`src/rtl/gate_state_mac_if.sv`:
```
// Load/compute/readback bundle between the loader FSM (master) and the complex
// matrix-vector engine (slave); start is a single-cycle request, no backpressure.
interface gate_state_mac_if #(
    parameter int N = 2,
    parameter int W = 8
);
    localparam int MAX = 2 ** N;

    logic                   start;
    logic [MAX*W-1:0]       state_re;
    logic [MAX*W-1:0]       state_im;
    logic [MAX*MAX*W-1:0]   gate_re;
    logic [MAX*MAX*W-1:0]   gate_im;
    logic                   busy;
    logic                   done;
    logic [MAX*W-1:0]       out_re;
    logic [MAX*W-1:0]       out_im;
    logic                   ovf;

    modport master (
        output start, state_re, state_im, gate_re, gate_im,
        input  busy, done, out_re, out_im, ovf
    );

    modport slave (
        input  start, state_re, state_im, gate_re, gate_im,
        output busy, done, out_re, out_im, ovf
    );
endinterface

```
`src/rtl/gate_state_mac.sv`:
```
// out = G*s with one time-multiplexed complex MAC; done pulses MAX*(MAX+1) cycles
// after the start edge. No backpressure: start is ignored while busy, never queued.
module gate_state_mac #(
    parameter int N    = 2,
    parameter int W    = 8,
    parameter int FRAC = 6
) (
    input  logic             clk,
    input  logic             reset,
    gate_state_mac_if.slave  bus
);
    localparam int MAX = 2 ** N;
    localparam int AW  = 2 * W + N + 1;
    localparam logic signed [AW-1:0] HALF = AW'(2 ** (FRAC - 1));
    localparam logic signed [AW-1:0] MAXV = AW'((2 ** (W - 1)) - 1);
    localparam logic signed [AW-1:0] MINV = -MAXV - AW'(1);

    typedef enum logic [1:0] {IDLE, MAC, WRITE} state_t;

    state_t               st;
    logic [N-1:0]         row;
    logic [N-1:0]         k;
    logic signed [W-1:0]  g_re_m [MAX*MAX];
    logic signed [W-1:0]  g_im_m [MAX*MAX];
    logic signed [W-1:0]  s_re_m [MAX];
    logic signed [W-1:0]  s_im_m [MAX];
    logic signed [AW-1:0] acc_re, acc_im;
    logic [MAX*W-1:0]     shadow_re, shadow_im;

    function automatic logic signed [AW-1:0] sx(input logic signed [W-1:0] v);
        return {{(AW-W){v[W-1]}}, v};
    endfunction

    // Returns {clamped, saturated value}.
    function automatic logic [W:0] sat(input logic signed [AW-1:0] v);
        if (v > MAXV)      return {1'b1, MAXV[W-1:0]};
        else if (v < MINV) return {1'b1, MINV[W-1:0]};
        else               return {1'b0, v[W-1:0]};
    endfunction

    logic [2*N-1:0]       idx;
    logic signed [AW-1:0] term_re, term_im, rnd_re, rnd_im;
    logic [W:0]           sat_re, sat_im;
    logic [MAX*W-1:0]     shadow_nxt_re, shadow_nxt_im;

    always_comb begin
        idx     = {row, k};
        term_re = sx(g_re_m[idx]) * sx(s_re_m[k]) - sx(g_im_m[idx]) * sx(s_im_m[k]);
        term_im = sx(g_re_m[idx]) * sx(s_im_m[k]) + sx(g_im_m[idx]) * sx(s_re_m[k]);
        rnd_re  = (acc_re + HALF) >>> FRAC;
        rnd_im  = (acc_im + HALF) >>> FRAC;
        sat_re  = sat(rnd_re);
        sat_im  = sat(rnd_im);
        shadow_nxt_re = shadow_re;
        shadow_nxt_im = shadow_im;
        shadow_nxt_re[row*W +: W] = sat_re[W-1:0];
        shadow_nxt_im[row*W +: W] = sat_im[W-1:0];
    end

    always_ff @(posedge clk or posedge reset) begin
        if (reset) begin
            st         <= IDLE;
            row        <= '0;
            k          <= '0;
            acc_re     <= '0;
            acc_im     <= '0;
            shadow_re  <= '0;
            shadow_im  <= '0;
            bus.busy   <= 1'b0;
            bus.done   <= 1'b0;
            bus.ovf    <= 1'b0;
            bus.out_re <= '0;
            bus.out_im <= '0;
            for (int i = 0; i < MAX * MAX; i++) begin
                g_re_m[i] <= '0;
                g_im_m[i] <= '0;
            end
            for (int i = 0; i < MAX; i++) begin
                s_re_m[i] <= '0;
                s_im_m[i] <= '0;
            end
        end else begin
            bus.done <= 1'b0;
            case (st)
                IDLE: begin
                    if (bus.start) begin
                        for (int i = 0; i < MAX * MAX; i++) begin
                            g_re_m[i] <= bus.gate_re[i*W +: W];
                            g_im_m[i] <= bus.gate_im[i*W +: W];
                        end
                        for (int i = 0; i < MAX; i++) begin
                            s_re_m[i] <= bus.state_re[i*W +: W];
                            s_im_m[i] <= bus.state_im[i*W +: W];
                        end
                        row      <= '0;
                        k        <= '0;
                        acc_re   <= '0;
                        acc_im   <= '0;
                        bus.ovf  <= 1'b0;
                        bus.busy <= 1'b1;
                        st       <= MAC;
                    end
                end
                MAC: begin
                    acc_re <= acc_re + term_re;
                    acc_im <= acc_im + term_im;
                    if (k == N'(MAX - 1)) st <= WRITE;
                    else                  k  <= k + N'(1);
                end
                WRITE: begin
                    shadow_re <= shadow_nxt_re;
                    shadow_im <= shadow_nxt_im;
                    if (sat_re[W] || sat_im[W]) bus.ovf <= 1'b1;
                    acc_re <= '0;
                    acc_im <= '0;
                    k      <= '0;
                    if (row == N'(MAX - 1)) begin
                        bus.out_re <= shadow_nxt_re;
                        bus.out_im <= shadow_nxt_im;
                        bus.done   <= 1'b1;
                        bus.busy   <= 1'b0;
                        st         <= IDLE;
                    end else begin
                        row <= row + N'(1);
                        st  <= MAC;
                    end
                end
                default: st <= IDLE;
            endcase
        end
    end
endmodule
```
`src/flat_wrapper.sv`:
```
// flat-port wrapper written by rule: the top's interface ports become plain ports
module gate_state_mac_flat 
#(
    parameter int N    = 2,
    parameter int W    = 8,
    parameter int FRAC = 6
)
  (clk, reset, bus_start, bus_state_re, bus_state_im, bus_gate_re, bus_gate_im, bus_busy, bus_done, bus_out_re, bus_out_im, bus_ovf);
  gate_state_mac_if #(.N(N), .W(W)) bus_i ();
  input  logic clk;
  input  logic reset;
  input wire logic [$bits(bus_i.start)-1:0] bus_start;
  input wire logic [$bits(bus_i.state_re)-1:0] bus_state_re;
  input wire logic [$bits(bus_i.state_im)-1:0] bus_state_im;
  input wire logic [$bits(bus_i.gate_re)-1:0] bus_gate_re;
  input wire logic [$bits(bus_i.gate_im)-1:0] bus_gate_im;
  output wire logic [$bits(bus_i.busy)-1:0] bus_busy;
  output wire logic [$bits(bus_i.done)-1:0] bus_done;
  output wire logic [$bits(bus_i.out_re)-1:0] bus_out_re;
  output wire logic [$bits(bus_i.out_im)-1:0] bus_out_im;
  output wire logic [$bits(bus_i.ovf)-1:0] bus_ovf;
  assign bus_i.start = bus_start;
  assign bus_i.state_re = bus_state_re;
  assign bus_i.state_im = bus_state_im;
  assign bus_i.gate_re = bus_gate_re;
  assign bus_i.gate_im = bus_gate_im;
  assign bus_busy = bus_i.busy;
  assign bus_done = bus_i.done;
  assign bus_out_re = bus_i.out_re;
  assign bus_out_im = bus_i.out_im;
  assign bus_ovf = bus_i.ovf;
  gate_state_mac #(.N(N), .W(W), .FRAC(FRAC)) u_core (.clk(clk), .reset(reset), .bus(bus_i));
endmodule
```
`config.mk`:
```
export PLATFORM = sky130hd
export DESIGN_NAME = gate_state_mac_flat
export DESIGN_NICKNAME = d
export VERILOG_FILES = /design/src/rtl/gate_state_mac_if.sv /design/src/rtl/gate_state_mac.sv /design/src/flat_wrapper.sv
export SDC_FILE = /design/constraint.sdc
export NUM_CORES = 2
export LEC_CHECK = 0
export CAP_MARGIN = 20
export CORE_MARGIN = 5
export CORE_UTILIZATION = 61
export DETAILED_ROUTE_END_ITERATION = 6
export PLACE_DENSITY = 0.87
export SYNTH_ARGS = -nofsm -noshare
export SYNTH_HDL_FRONTEND = slang
export SYNTH_SLANG_ARGS = --single-unit
```
`constraint.sdc`:
```
create_clock -name clk -period 43 [get_ports clk]
set_input_delay 8.6 -clock clk [delete_from_list [all_inputs] [get_ports clk]]
set_output_delay 8.6 -clock clk [all_outputs]
set_load 0.1 [all_outputs]
```
==> impl_metrics.py <==
metrics = {
    "timing": {
        "hold_viol_final": 0,
        "slew_headroom_pct": 21.3,
        "grt_setup_unrepaired": "no",
        "slew_violations": 0,
        "period_share_pct": 28.6,
        "finalSetupViolations": 0,
        "fmax_mhz": 81.3,
        "clock_skew_ns": 0.0660,
        "tightest_slew_ns": 1.17,
        "setup_tns_ns": 0,
        "fin_hold_ws_ns": 0.488,
        "period_needed_ns": 12.30,
    },
    "global_route": {
        "antenna_found_initial": 28,
        "grt_pass1_vias": 27200,
        "track_usage_pct": 29.1,
        "grt_max_degree": 116,
        "grt.overflow.total": 0,
        "grt_pass1_wl_mm": 146,
    },
    "critical_path": {
        "critical_path_class": "in2reg",
        "r2r_start": "u_core.k[0]",
        "reg2regPathDepth": 29,
        "crit_path_frequent_cell": "buf_4",
        "end_kind": "register",
        "cpLargestDelayFamily": "buffers and inverters",
        "rr_endpoint": "u_core.acc_im[18]",
        "r2r_setup_slack_ns": 32.47,
        "crit_chain": "clkdlybuf4s50_1 -> nor2b_1 -> nor2b_4 -> buf_4 -> buf_4 -> buf_4 -> mux2_2",
        "required_ns": 43.48,
        "cpPeakStageDelay_ns": 0.94,
        "cp.arrival_ns": 12.79,
        "crit_buf_inv": 4,
        "crit_fanout": 88,
        "critPathLaunchType": "input port",
        "crit_path_top_delay_cell": "buf_4",
    },
    "clocking": {
        "cts-root-buf": "clkbuf_16",
        "clk_latency_ns": 0.63,
        "cts_buffers": 51,
        "cts.sinks": 495,
        "clk_pin_slew_ns": 0.06,
        "cts_tree": "done",
        "ctsHoldBuffers": 0,
        "cts_buffer_depth": 3,
        "post_cts_resized": 0,
        "cts_setup_buffers": 0,
        "h-tree-depth": 2,
    },
    "placed_design": {
        "dp_hpwl_mm": 65.7,
        "portBuffers": 389,
        "gp_congestion": 0.872,
    },
    "job": {
        "maxCapViolations": 0,
    },
    "synthesis": {
        "ys_seq_area_share_pct": 35.7,
        "async_flop_share_pct": 100,
        "synth_top_area_share_pct": 35.7,
        "ys_types": 71,
        "dominantRegCellSynth": "dfrtp_1",
        "synth_area_leaders": "dfrtp_1, fa_1, mux2_2",
        "netlist_instances": 3162,
        "yosysTopAreaCell": "dfrtp_1",
        "yosys_warnings": 0,
        "avgSynthCellArea_um2": 11.0,
        "synth_seq_cells": 495,
        "syn_nets": 3905,
        "netlist_area_um2": 34700,
        "synth_enable_flop_cells": 0,
    },
    "floorplanning": {
        "die_height_um": 249,
        "ioPinCount": 390,
        "initial_core_util_pct": 61.6,
        "fp.coreArea_um2": 56400,
        "fp.dieW_um": 249,
        "rows": 87,
        "dieArea_um2": 61800,
    },
    "drt": {
        "dr_total_vias": 25600,
        "drc": 0,
        "first_pass_iters": 5,
        "routed_wl_mm": 92.6,
        "wl_per_cell_um": 21.3,
        "routed_via_density": 5.90,
        "drt_iter0_drc": 2165,
        "antenna_left": 0,
    },
    "min_path": {
        "hold_depth": 2,
        "min_path_type": "reg2reg",
        "hp-start": "u_core.shadow_im[0]",
        "holdPathEnd": "u_core.shadow_im[0]",
    },
    "final_layout": {
        "finish.utilization_pct": 73.1,
        "syn_to_final_growth_pct": 18.7,
        "drive_gt1_share_pct": 18.0,
        "finalNetCount": 4257,
    },
    "run_status": {
        "outcome": "finished, final reports clean",
    },
}
flip-flops by register name (all words and copies together), names as in the netlist:
register,flops
u_core.acc_im,19
u_core.acc_re,19
u_core.bus.busy,1
u_core.bus.done,1
u_core.bus.out_im,32
u_core.bus.out_re,32
u_core.bus.ovf,1
u_core.g_im_m,128
u_core.g_re_m,128
u_core.k,2
u_core.row,2
u_core.s_im_m,32
u_core.s_re_m,32
u_core.shadow_im,32
u_core.shadow_re,32
u_core.st,2
synth_stat cells (all sizes together) (10+ instances only):
master / number
dfrtp: 495
inv: 441
mux2: 337
nor2: 323
fa: 257
ha: 163
nand2: 150
o21ai: 138
xnor2: 83
a21oi: 79
clkbuf: 78
buf: 66
mux4: 65
a22o: 63
nor2b: 49
a221oi: 44
nand2b: 39
or2: 37
nand3: 30
xor2: 29
a21o: 26
mux2i: 19
nor3: 19
o21a: 19
and3: 14
o21bai: 13
a211oi: 10
nor4: 10
worst min-delay path, stage by stage (launching register included):
cell	delay [ns]
dfrtp_1	0.35
nand2_1	0.05
o21ai_0	0.06
metal layers:
layer / track usage [%] / wire [um]
met5: 0 / 30
met4: 13.8 / 4620
met2: 49.2 / 46800
met1: 37.1 / 35100
met3: 4.45 / 5960
cell families after synthesis:
logic type,share of synthesized area [%]
and+or+nand+nor,9.31
buffers and inverters,6.73
DFF,35.7
AOI/OAI and AO/OA,9.05
muxes,15.7
adders and majority gates,20.7
xor gates and xnor gates,2.83
stage by stage:
step	cell area (um2)	setup slack, ns	instances
after floorplan	34700	20.58	3162
after global placement	39300	30.25	4213
after detailed placement	39300	30.24	4214
after CTS	41000	30.82	4306
after global routing	41200	30.54	4337
final	41200	30.70	4338
how the worst max path moves through the flow:
| stage | slack, ns | cells after the start | start | to |
|---|---|---|---|---|
| after floorplan | 20.58 | 1 | reset | u_core.acc_im[0] |
| after global placement | 30.25 | 7 | bus_start | u_core.g_im_m[114] |
| after detailed placement | 30.24 | 7 | bus_start | u_core.g_im_m[123] |
| after CTS | 30.82 | 7 | bus_start | u_core.g_im_m[100] |
| after global routing | 30.54 | 7 | bus_start | u_core.s_re_m[21] |
| final | 30.70 | 7 | bus_start | u_core.s_re_m[21] |
layout by cell type (no fill, tap or decap), types with 65 or more instances in the layout:
master           netlist  final
fa_1                 257    257
mux2_2               337    337
ha_1                 163    163
clkdlybuf4s50_1        0    389
dfrtp_1              495    493
nor2_1               320    320
a21oi_1               76     76
xnor2_1               83     83
mux4_2                65     65
inv_1                440    439
nand2_1              150    149
o21ai_0               93     85
cell type report:
| class | instances | area (um2) |
|---|---|---|
| Multi-Input combinational cell | 2080 | 20000 |
| Timing Repair Buffer | 443 | 4360 |
| Fill cell | 3656 | 15200 |
| Sequential cell | 495 | 12400 |
| Antenna cell | 29 | 72.6 |
| Tap cell | 756 | 946 |
| Clock inverter | 23 | 317 |
| Inverter | 443 | 1670 |
| Clock buffer | 69 | 1420 |
Power is not shown: default switching activity piles up to over one toggle a cycle in this logic, so the estimate is an artifact.
